===== src/rtl/dial_stream_sequencer.sv =====
// dial_stream_sequencer
// Parses a raw ASCII rotation stream ("L68\nR48\n...") into {direction, magnitude}
// packets and sequences the zero-counting processor: one reset pulse per run,
// one single-cycle valid strobe per complete line, and a sticky done flag once the
// processor's count has settled.
// Optional build macro: DIAL_SEQ_STATS_EN adds o_lineCount / o_discardCount.

module dial_stream_sequencer #(
    parameter int VAL_W     = 31,
    parameter int FLUSH_CYC = 1
) (
    input  logic             clk,
    input  logic             rst_n,
    input  logic             i_start,
    input  logic [7:0]       i_byte,
    input  logic             i_byteValid,
    input  logic             i_byteLast,
    output logic             o_byteReady,
    output logic             o_procRst,
    output logic             o_dataValid,
    output logic [VAL_W:0]   o_packet,
    output logic             o_busy,
    output logic             o_done,
    output logic             o_error
`ifdef DIAL_SEQ_STATS_EN
    ,
    output logic [31:0]      o_lineCount,
    output logic [15:0]      o_discardCount
`endif
);

    localparam int ACC_W  = VAL_W + 4;
    localparam int FCNT_W = (FLUSH_CYC < 2) ? 1 : $clog2(FLUSH_CYC + 1);
    localparam logic [VAL_W-1:0] ACC_MAX = '1;

    localparam logic [2:0] ST_IDLE  = 3'd0;
    localparam logic [2:0] ST_RESET = 3'd1;
    localparam logic [2:0] ST_RUN   = 3'd2;
    localparam logic [2:0] ST_FLUSH = 3'd3;
    localparam logic [2:0] ST_DONE  = 3'd4;

    logic [2:0]        state_q, state_d;
    logic              byteReady_q, byteReady_d;
    logic              procRst_q, procRst_d;
    logic              dataValid_q, dataValid_d;
    logic [VAL_W:0]    packet_q, packet_d;
    logic              busy_q, busy_d;
    logic              done_q, done_d;
    logic              error_q, error_d;
    logic [VAL_W-1:0]  acc_q, acc_d;
    logic              dir_q, dir_d;
    logic              hasDir_q, hasDir_d;
    logic              digit_q, digit_d;
    logic              discard_q, discard_d;
    logic [FCNT_W-1:0] flushCnt_q, flushCnt_d;

    logic              isDirL, isDirR, isDigit, isLf, isCr;
    logic              byteAccept;
    logic              startReq;
    logic [ACC_W-1:0]  accWide;
    logic              accOvf;
    logic [VAL_W-1:0]  accSat;

    assign isDirL     = (i_byte == 8'h4C);
    assign isDirR     = (i_byte == 8'h52);
    assign isDigit    = (i_byte >= 8'h30) && (i_byte <= 8'h39);
    assign isLf       = (i_byte == 8'h0A);
    assign isCr       = (i_byte == 8'h0D);
    assign byteAccept = byteReady_q && i_byteValid;
    assign startReq   = ((state_q == ST_IDLE) || (state_q == ST_DONE)) && i_start;

    // Decimal accumulate with headroom so an overflow past the magnitude width is visible
    assign accWide = ({4'b0000, acc_q} * ACC_W'(10)) + ACC_W'(i_byte[3:0]);
    assign accOvf  = |accWide[ACC_W-1:VAL_W];
    assign accSat  = accOvf ? ACC_MAX : accWide[VAL_W-1:0];

    // Next-state logic: run sequencing plus the per-byte line parser
    always_comb begin
        state_d     = state_q;
        byteReady_d = byteReady_q;
        procRst_d   = 1'b0;
        dataValid_d = 1'b0;
        packet_d    = packet_q;
        done_d      = done_q;
        error_d     = error_q;
        acc_d       = acc_q;
        dir_d       = dir_q;
        hasDir_d    = hasDir_q;
        digit_d     = digit_q;
        discard_d   = discard_q;
        flushCnt_d  = flushCnt_q;

        case (state_q)
            ST_IDLE, ST_DONE: begin
                if (startReq) begin
                    state_d   = ST_RESET;
                    procRst_d = 1'b1;
                    done_d    = 1'b0;
                    error_d   = 1'b0;
                    acc_d     = '0;
                    dir_d     = 1'b0;
                    hasDir_d  = 1'b0;
                    digit_d   = 1'b0;
                    discard_d = 1'b0;
                end
            end

            ST_RESET: begin
                state_d     = ST_RUN;
                byteReady_d = 1'b1;
            end

            ST_RUN: begin
                if (byteAccept) begin
                    if (discard_q) begin
                        if (isLf) begin
                            acc_d     = '0;
                            hasDir_d  = 1'b0;
                            digit_d   = 1'b0;
                            discard_d = 1'b0;
                        end
                    end else if (isLf) begin
                        if (hasDir_q && digit_q) begin
                            dataValid_d = 1'b1;
                            packet_d    = {dir_q, acc_q};
                        end
                        acc_d    = '0;
                        hasDir_d = 1'b0;
                        digit_d  = 1'b0;
                    end else if (isCr) begin
                        acc_d = acc_q;
                    end else if (isDirL || isDirR) begin
                        if (!hasDir_q && !digit_q) begin
                            dir_d    = isDirR;
                            hasDir_d = 1'b1;
                            acc_d    = '0;
                            digit_d  = 1'b0;
                        end else begin
                            error_d   = 1'b1;
                            discard_d = 1'b1;
                        end
                    end else if (isDigit) begin
                        if (!hasDir_q) begin
                            error_d   = 1'b1;
                            discard_d = 1'b1;
                        end else begin
                            acc_d   = accSat;
                            digit_d = 1'b1;
                            if (accOvf) begin
                                error_d = 1'b1;
                            end
                        end
                    end else begin
                        error_d   = 1'b1;
                        discard_d = 1'b1;
                    end

                    if (i_byteLast) begin
                        if (!isLf && !discard_d && hasDir_d && digit_d) begin
                            dataValid_d = 1'b1;
                            packet_d    = {dir_d, acc_d};
                        end
                        state_d     = ST_FLUSH;
                        byteReady_d = 1'b0;
                        flushCnt_d  = FCNT_W'(FLUSH_CYC);
                    end
                end
            end

            ST_FLUSH: begin
                if (flushCnt_q == '0) begin
                    state_d = ST_DONE;
                    done_d  = 1'b1;
                end else begin
                    flushCnt_d = flushCnt_q - FCNT_W'(1);
                end
            end

            default: begin
                state_d     = ST_IDLE;
                byteReady_d = 1'b0;
            end
        endcase

        busy_d = (state_d == ST_RESET) || (state_d == ST_RUN) || (state_d == ST_FLUSH);
    end

    // State and registered outputs; reset drops everything straight back to idle
    always_ff @(posedge clk or negedge rst_n) begin
        if (!rst_n) begin
            state_q     <= ST_IDLE;
            byteReady_q <= 1'b0;
            procRst_q   <= 1'b0;
            dataValid_q <= 1'b0;
            packet_q    <= '0;
            busy_q      <= 1'b0;
            done_q      <= 1'b0;
            error_q     <= 1'b0;
            acc_q       <= '0;
            dir_q       <= 1'b0;
            hasDir_q    <= 1'b0;
            digit_q     <= 1'b0;
            discard_q   <= 1'b0;
            flushCnt_q  <= '0;
        end else begin
            state_q     <= state_d;
            byteReady_q <= byteReady_d;
            procRst_q   <= procRst_d;
            dataValid_q <= dataValid_d;
            packet_q    <= packet_d;
            busy_q      <= busy_d;
            done_q      <= done_d;
            error_q     <= error_d;
            acc_q       <= acc_d;
            dir_q       <= dir_d;
            hasDir_q    <= hasDir_d;
            digit_q     <= digit_d;
            discard_q   <= discard_d;
            flushCnt_q  <= flushCnt_d;
        end
    end

    assign o_byteReady = byteReady_q;
    assign o_procRst   = procRst_q;
    assign o_dataValid = dataValid_q;
    assign o_packet    = packet_q;
    assign o_busy      = busy_q;
    assign o_done      = done_q;
    assign o_error     = error_q;

`ifdef DIAL_SEQ_STATS_EN
    logic [31:0] lineCnt_q, lineCnt_d;
    logic [15:0] discCnt_q, discCnt_d;
    logic        lineDisc;

    // A line is counted as discarded when its terminating newline or the stream's last byte lands
    assign lineDisc = (state_q == ST_RUN) && byteAccept &&
                      ((isLf && discard_q) || (i_byteLast && !isLf && discard_d));

    // Saturating statistics, restarted with every new run
    always_comb begin
        lineCnt_d = lineCnt_q;
        discCnt_d = discCnt_q;
        if (startReq) begin
            lineCnt_d = '0;
            discCnt_d = '0;
        end else begin
            if (dataValid_d && (lineCnt_q != '1)) begin
                lineCnt_d = lineCnt_q + 32'd1;
            end
            if (lineDisc && (discCnt_q != '1)) begin
                discCnt_d = discCnt_q + 16'd1;
            end
        end
    end

    // Statistics registers
    always_ff @(posedge clk or negedge rst_n) begin
        if (!rst_n) begin
            lineCnt_q <= '0;
            discCnt_q <= '0;
        end else begin
            lineCnt_q <= lineCnt_d;
            discCnt_q <= discCnt_d;
        end
    end

    assign o_lineCount    = lineCnt_q;
    assign o_discardCount = discCnt_q;
`endif

endmodule


===== config.mk =====
export PLATFORM = sky130hd
export DESIGN_NAME = dial_stream_sequencer
export DESIGN_NICKNAME = d
export VERILOG_FILES = /design/src/rtl/dial_stream_sequencer.sv
export SDC_FILE = /design/constraint.sdc
export NUM_CORES = 1
export LEC_CHECK = 0
export CAP_MARGIN = 20
export CORE_MARGIN = 5
export CORE_UTILIZATION = 67
export CTS_BUF_LIST = sky130_fd_sc_hd__clkbuf_8
export DETAILED_ROUTE_END_ITERATION = 10
export DONT_BUFFER_PORTS = 1
export PLACE_DENSITY = 0.81
export SLEW_MARGIN = 20
export SYNTH_ARGS = -nofsm -noshare
export SYNTH_HDL_FRONTEND = slang
export SYNTH_SLANG_ARGS = --single-unit

===== constraint.sdc =====
create_clock -name clk -period 4.8 [get_ports clk]
set_clock_uncertainty 0.15 [all_clocks]
set_input_delay 0.96 -clock clk [delete_from_list [all_inputs] [get_ports clk]]
set_output_delay 0.96 -clock clk [all_outputs]
set_load 0.01 [all_outputs]

======== After elaboration in Yosys (flattened, before gate mapping) ========
Cells that the tools add are included.
W data, S select, Z words.
word-level totals
  bits of input ports ..................... 13
  output and inout port bits .............. 38
  logic and storage cells ................. 161
  register bits ........................... 77
operators by class
  multipliers ............................. 1
  reductions and logical operators ........ 29
  $lt $le $gt $ge ......................... 2
  equal/unequal tests ..................... 20
  multiplexer cells ....................... 92
  add/subtract/negate cells ............... 2
  bitwise gates (word level) .............. 1
operators with widths
  cell                     number
  $mux W31                 11
  $mux W32                 5
  $mux W1                  62
  $pmux W31 S2             1
  $add A35 B4 Y35          1
  $mul A31 B3 Y34 const B  1
  $eq A8 B4 Y1 const B     2
  $eq A8 B7 Y1 const B     2
  $ne A2 B2 Y1 const B     7
  $pmux W1 S2              7
  $eq A3 B2 Y1 const B     4
  $mux W3                  4
  $pmux W3 S4              1
  $reduce_and A3 Y1        4
  $ge A8 B6 Y1 const B     1
  $le A8 B6 Y1 const B     1
  $logic_and A1 B1 Y1      8
  $reduce_and A8 Y1        1
  $eq A3 B1 Y1 const B     2
  $reduce_bool A2 Y1       3
  $ne A5 B5 Y1 const B     1
  $logic_not A1 Y1         4
  $logic_or A1 B1 Y1       4
  $reduce_or A4 Y1         1
  other kinds (9)          9

======== Longest topological paths before layout ========
Gate-level depths: netlist of run 1.
  depth in word-level cells ............... 17
  mapped depth ............................ 16
  mapped depth without buffers ............ 15

======== Worst setup path before layout of run 1 ========
No wires, ideal clock.
  kind .................................... register to register
  start ................................... register acc_q[1]
  end ..................................... register packet_q[4] (netlist: o_packet[4])
  path buffers ............................ 1
  arrival time ............................ 4.070 ns
  period minus slack after synthesis ...... 4.357 ns
  data required time ...................... 4.513 ns
  path slack .............................. 0.443 ns
  cell stages (with the launch flop) ...... 17
  library setup time ...................... 0.137 ns
  cells stage by stage .................... dfrtp_1 > ha_1 > ha_1 > inv_1 > fa_1 > nand2b_1 > a211oi_4 > o211ai_1 > and3_1 > a311oi_2 > nand4_2 > or4b_4 > nor4b_2 > nor2_1 > buf_6 > o31ai_1 > a21oi_1
on the way
  longest elaborated chain between the ends .. 12
ends and longest elaborated chain
  item                      line  RTL
  start: declaration        50    logic [VAL_W-1:0] acc_q, acc_d;
  start signal: assignment  199   acc_q <= '0;
  start signal: assignment  214   acc_q <= acc_d;
  $mul A31 B3 Y34 (*)       73    assign accWide = ({4'b0000, acc_q} * ACC_W'(10)) + ACC_W'(i_byte[3:0]);
  $add A35 B4 Y35 (*)       73
  $reduce_or A4 Y1          74    assign accOvf = |accWide[ACC_W-1:VAL_W];
  $mux W31 (*)              75    assign accSat = accOvf ? ACC_MAX : accWide[VAL_W-1:0];
  $mux W31 (*)              143   if (!hasDir_q) begin
  $mux W31 (*)              142   end else if (isDigit) begin
  $mux W31 (*)              132   end else if (isDirL || isDirR) begin
  $mux W31 (*)              130   end else if (isCr) begin
  $mux W31 (*)              122   end else if (isLf) begin
  $mux W31 (*)              115   if (discard_q) begin
  $mux W32 (*)              159   if (!isLf && !discard_d && hasDir_d && digit_d) begin
  $mux W32 (*)              158   if (i_byteLast) begin
  end signal: assignment    210   packet_q <= packet_d;
  end: declaration          46    logic [VAL_W:0] packet_q, packet_d;
Every way passes the cells marked *; elsewhere a longest branch is shown, timed or not.
A chain may end at the register's enable or synchronous reset.

======== Worst setup path after layout of run 1 ========
  start ................................... register acc_q[3]
  end ..................................... register packet_q[26] (netlist: o_packet[26])
Same word-level chain as after synthesis.

==> results of run 1 <==
[Yosys cell counts, types with 14 or more instances]
library cell / number / share of area [%]
nor2_1: 90 / 4.8
dfrtp_1: 77 / 27
a21oi_1: 92 / 6.5
nand2_1: 89 / 4.7
inv_1: 17 / 0.91
o22ai_1: 23 / 2.0
ha_1: 61 / 11
a31oi_1: 19 / 1.7
o21ai_0: 55 / 3.9
xor2_1: 20 / 2.5
a21o_1: 17 / 1.8
nand3_1: 14 / 0.99
clkbuf_1: 24 / 1.3
xnor2_1: 19 / 2.4
[routing by layer]
metal	GRT usage [%]	vias up	share of wire, %
met5	0	-	0
li1	-	3259	-
met2	55.8	415	46
met4	13.1	0	3.9
met3	7.01	67	9.4
met1	45.9	3441	41
[power by group through the flow]
stage               Clock, mW  Combinational, mW  Sequential [mW]
floorplan                   0              0.364            0.756
global placement            0              0.513            0.763
detailed placement          0              0.541            0.767
CTS                     0.544              0.548            0.754
global route            0.581              0.619            0.761
finish                  0.556              0.580            0.755
[kinds of logic (layout without fill, tap and decap cells)]
| group | after synthesis | after routing |
|---|---|---|
| flops | 77 | 77 |
| xor+xnor | 39 | 39 |
| buf+inv | 53 | 63 |
| compound gates | 318 | 318 |
| simple gates | 308 | 308 |
| fa+ha+maj | 63 | 63 |
| mux | 4 | 4 |
[timing repair]
item,4_1_cts,5_1_grt
endpoints found under the setup margin,0,62
hold buffers,0,0
resized for setup,0,20
buffers inserted,0,5
[per-stage QoR]
step	util, %	power (mW)
2_1_floorplan	-	1.12
3_3_place_gp	70.6	1.28
3_5_place_dp	70.6	1.31
4_1_cts	72.7	1.85
5_1_grt	74.2	1.96
6_report	74.2	1.89
[cell type report]
class	count	area, sq um	share of cell area [%]
Clock inverter	5	76.3	1.00
Multi-Input combinational cell	732	5010	65.6
Tap cell	136	170	2.23
Sequential cell	77	1930	25.3
Inverter	17	63.8	0.836
Timing Repair Buffer	31	249	3.26
Clock buffer	10	138	1.80
[worst min-delay path by stage]
stage / start / to / cells after the start
2_1_floorplan: state_q[2] / o_byteReady / 1
3_3_place_gp: state_q[2] / o_byteReady / 1
3_5_place_dp: state_q[2] / o_byteReady / 1
4_1_cts: rst_n / o_packet[25] / 0
5_1_grt: rst_n / acc_q[22] / 0
6_report: rst_n / acc_q[22] / 0
[critical path: stages, from the launching register on]
cell and delay (ns):
dfrtp_1 0.43, ha_1 0.30, ha_1 0.18, inv_1 0.06, fa_1 0.39, nand2b_4 0.17
a211oi_4 0.22, buf_4 0.19, o21a_1 0.17, o211ai_1 0.20, nor4b_1 0.45, and4_1 0.34
or4b_1 0.47, xnor2_1 0.27, nor2_1 0.09, a211o_1 0.34, a21oi_1 0.14
==> results.json, run 1 <==
{
  "pwr-share-comb_pct": 30.7,
  "fmax_mhz": 215,
  "worstSetupPathType": "flip-flop to flip-flop",
  "final_common_cell": "a21oi_1",
  "yosys.area_share.simple_pct": 22.3,
  "area_delta_synth_final_pct": 8.33,
  "syn_inst": 862,
  "min_period_over_period_pct": 96.9,
  "vias": 7182,
  "grtUsageTotal_pct": 34.6,
  "async_flop_share_pct": 100,
  "status": "completed",
  "cts-root-buf": "clkbuf_8",
  "synth_fp_nets": 938,
  "critPathArrivalTime_ns": 4.81,
  "core_area_sq_um": 10300,
  "clock-sinks": 77,
  "layout_setup_ws_ns": 0.150,
  "port_buffers": 0,
  "synth_edf_count": 0,
  "hold_viol": 0,
  "placed_cell_area_sq_um": 7260,
  "start_util_pct": 68.5,
  "ys_seq_elements": 77,
  "synth.avg_cell_area_sq_um": 8.17,
  "grt_pass1_wl_mm": 35.3,
  "setup_viol_count_final": 0,
  "switching_power_mw": 0.714,
  "syn_area_sq_um": 7040,
  "insertion_delay_ns": 0.38,
  "required_ns": 4.96,
  "power_density_nw_per_um2": 248,
  "rsz0062_at_grt": "yes",
  "seq_power_share_pct": 39.9,
  "cp-startpoint": "acc_q[3]",
  "cap_violations": 0,
  "design_area_sq_um": 7630,
  "viasPerCell": 7.13,
  "layout.nets": 944,
  "post-route-min-period_ns": 4.65,
  "clk_path_buf_depth": 2,
  "tns_ns": 0,
  "ys_seq_area_share_pct": 27.4,
  "synth-compound-area-share_pct": 30.2,
  "gp_congestion": 0.982,
  "synth_cell_types": 88,
  "largest_reg_flops": 32,
  "final_cells": 1008,
  "path_max_fanout": 7,
  "first_pass_iters": 6,
  "h-tree-depth": 3,
  "drtAntennaViolNets": 0,
  "reg2reg_to": "o_packet[26]",
  "slew_headroom_pct": 41.3,
  "cp-endpoint": "o_packet[26]",
  "fp.dieW_um": 113,
  "grt_max_degree": 78,
  "cp-start-kind": "flip-flop",
  "drive_above_1_share_pct": 11.8,
  "r2r_setup_slack_ns": 0.15,
  "tightest_slew_ns": 0.878,
  "numCtsBuffers": 9,
  "dp_hpwl_mm": 16.5,
  "p_int_mw": 1.18,
  "drt-initial-drc-count": 837,
  "clk_pin_slew_ns": 0.09,
  "clkPwrFrac_pct": 29.4,
  "holdWs_ns": 0.110,
  "die-area_sq_um": 12700,
  "r2r_start": "acc_q[3]",
  "first_global_vias": 6758,
  "synth_xor_area_share_pct": 4.85,
  "post_drt_wl_per_cell_um": 22.0,
  "synthAdderAreaFrac_pct": 11.4,
  "num_antenna_cells": 0,
  "dp_cells": 988,
  "final_cell_mix": "91 x a21oi_1, 90 x nor2_1, 89 x nand2_1",
  "synth_top_family_by_area": "compound AO/OA/AOI/OAI gates",
  "antenna_found_initial": 0,
  "synth_top_flop_cell": "dfrtp_1",
  "yosysWarnings": 0,
  "wl_mm": 22.2,
  "power_leakage_nw": 3.37,
  "nFillCells": 789,
  "hp-class": "input port to async pin",
  "muxShareOfSynthArea_pct": 0.622,
  "peakVddDrop_uv": 204,
  "row_count": 37,
  "p_sw_share_pct": 37.7,
  "r2r_cells": 16,
  "route.detailed.drc": 0,
  "slew_viol_final": 0,
  "io_pins": 51,
  "place_ws_ns": 0.0240,
  "grt.overflow.total": 0,
  "floorplan.die.height_um": 113,
  "cts_tree": "yes",
  "setup.worst_path.end_class": "flip-flop"
}
No activity file was read; power rests on OpenSTA's default activity.
==> run 2, diff against run 1 <==
--- a/config.mk
+++ b/config.mk
@@ -11,8 +11,10 @@
 export CTS_BUF_LIST = sky130_fd_sc_hd__clkbuf_8
 export DETAILED_ROUTE_END_ITERATION = 10
 export DONT_BUFFER_PORTS = 1
+export HOLD_SLACK_MARGIN = 0.08
 export PLACE_DENSITY = 0.81
-export SLEW_MARGIN = 20
+export RECOVER_POWER = 25
+export SLEW_MARGIN = 15
 export SYNTH_ARGS = -nofsm -noshare
 export SYNTH_HDL_FRONTEND = slang
 export SYNTH_SLANG_ARGS = --single-unit
==> results of run 2 <==
No change in the layout: final DEF, timing and power equal those of run 1.
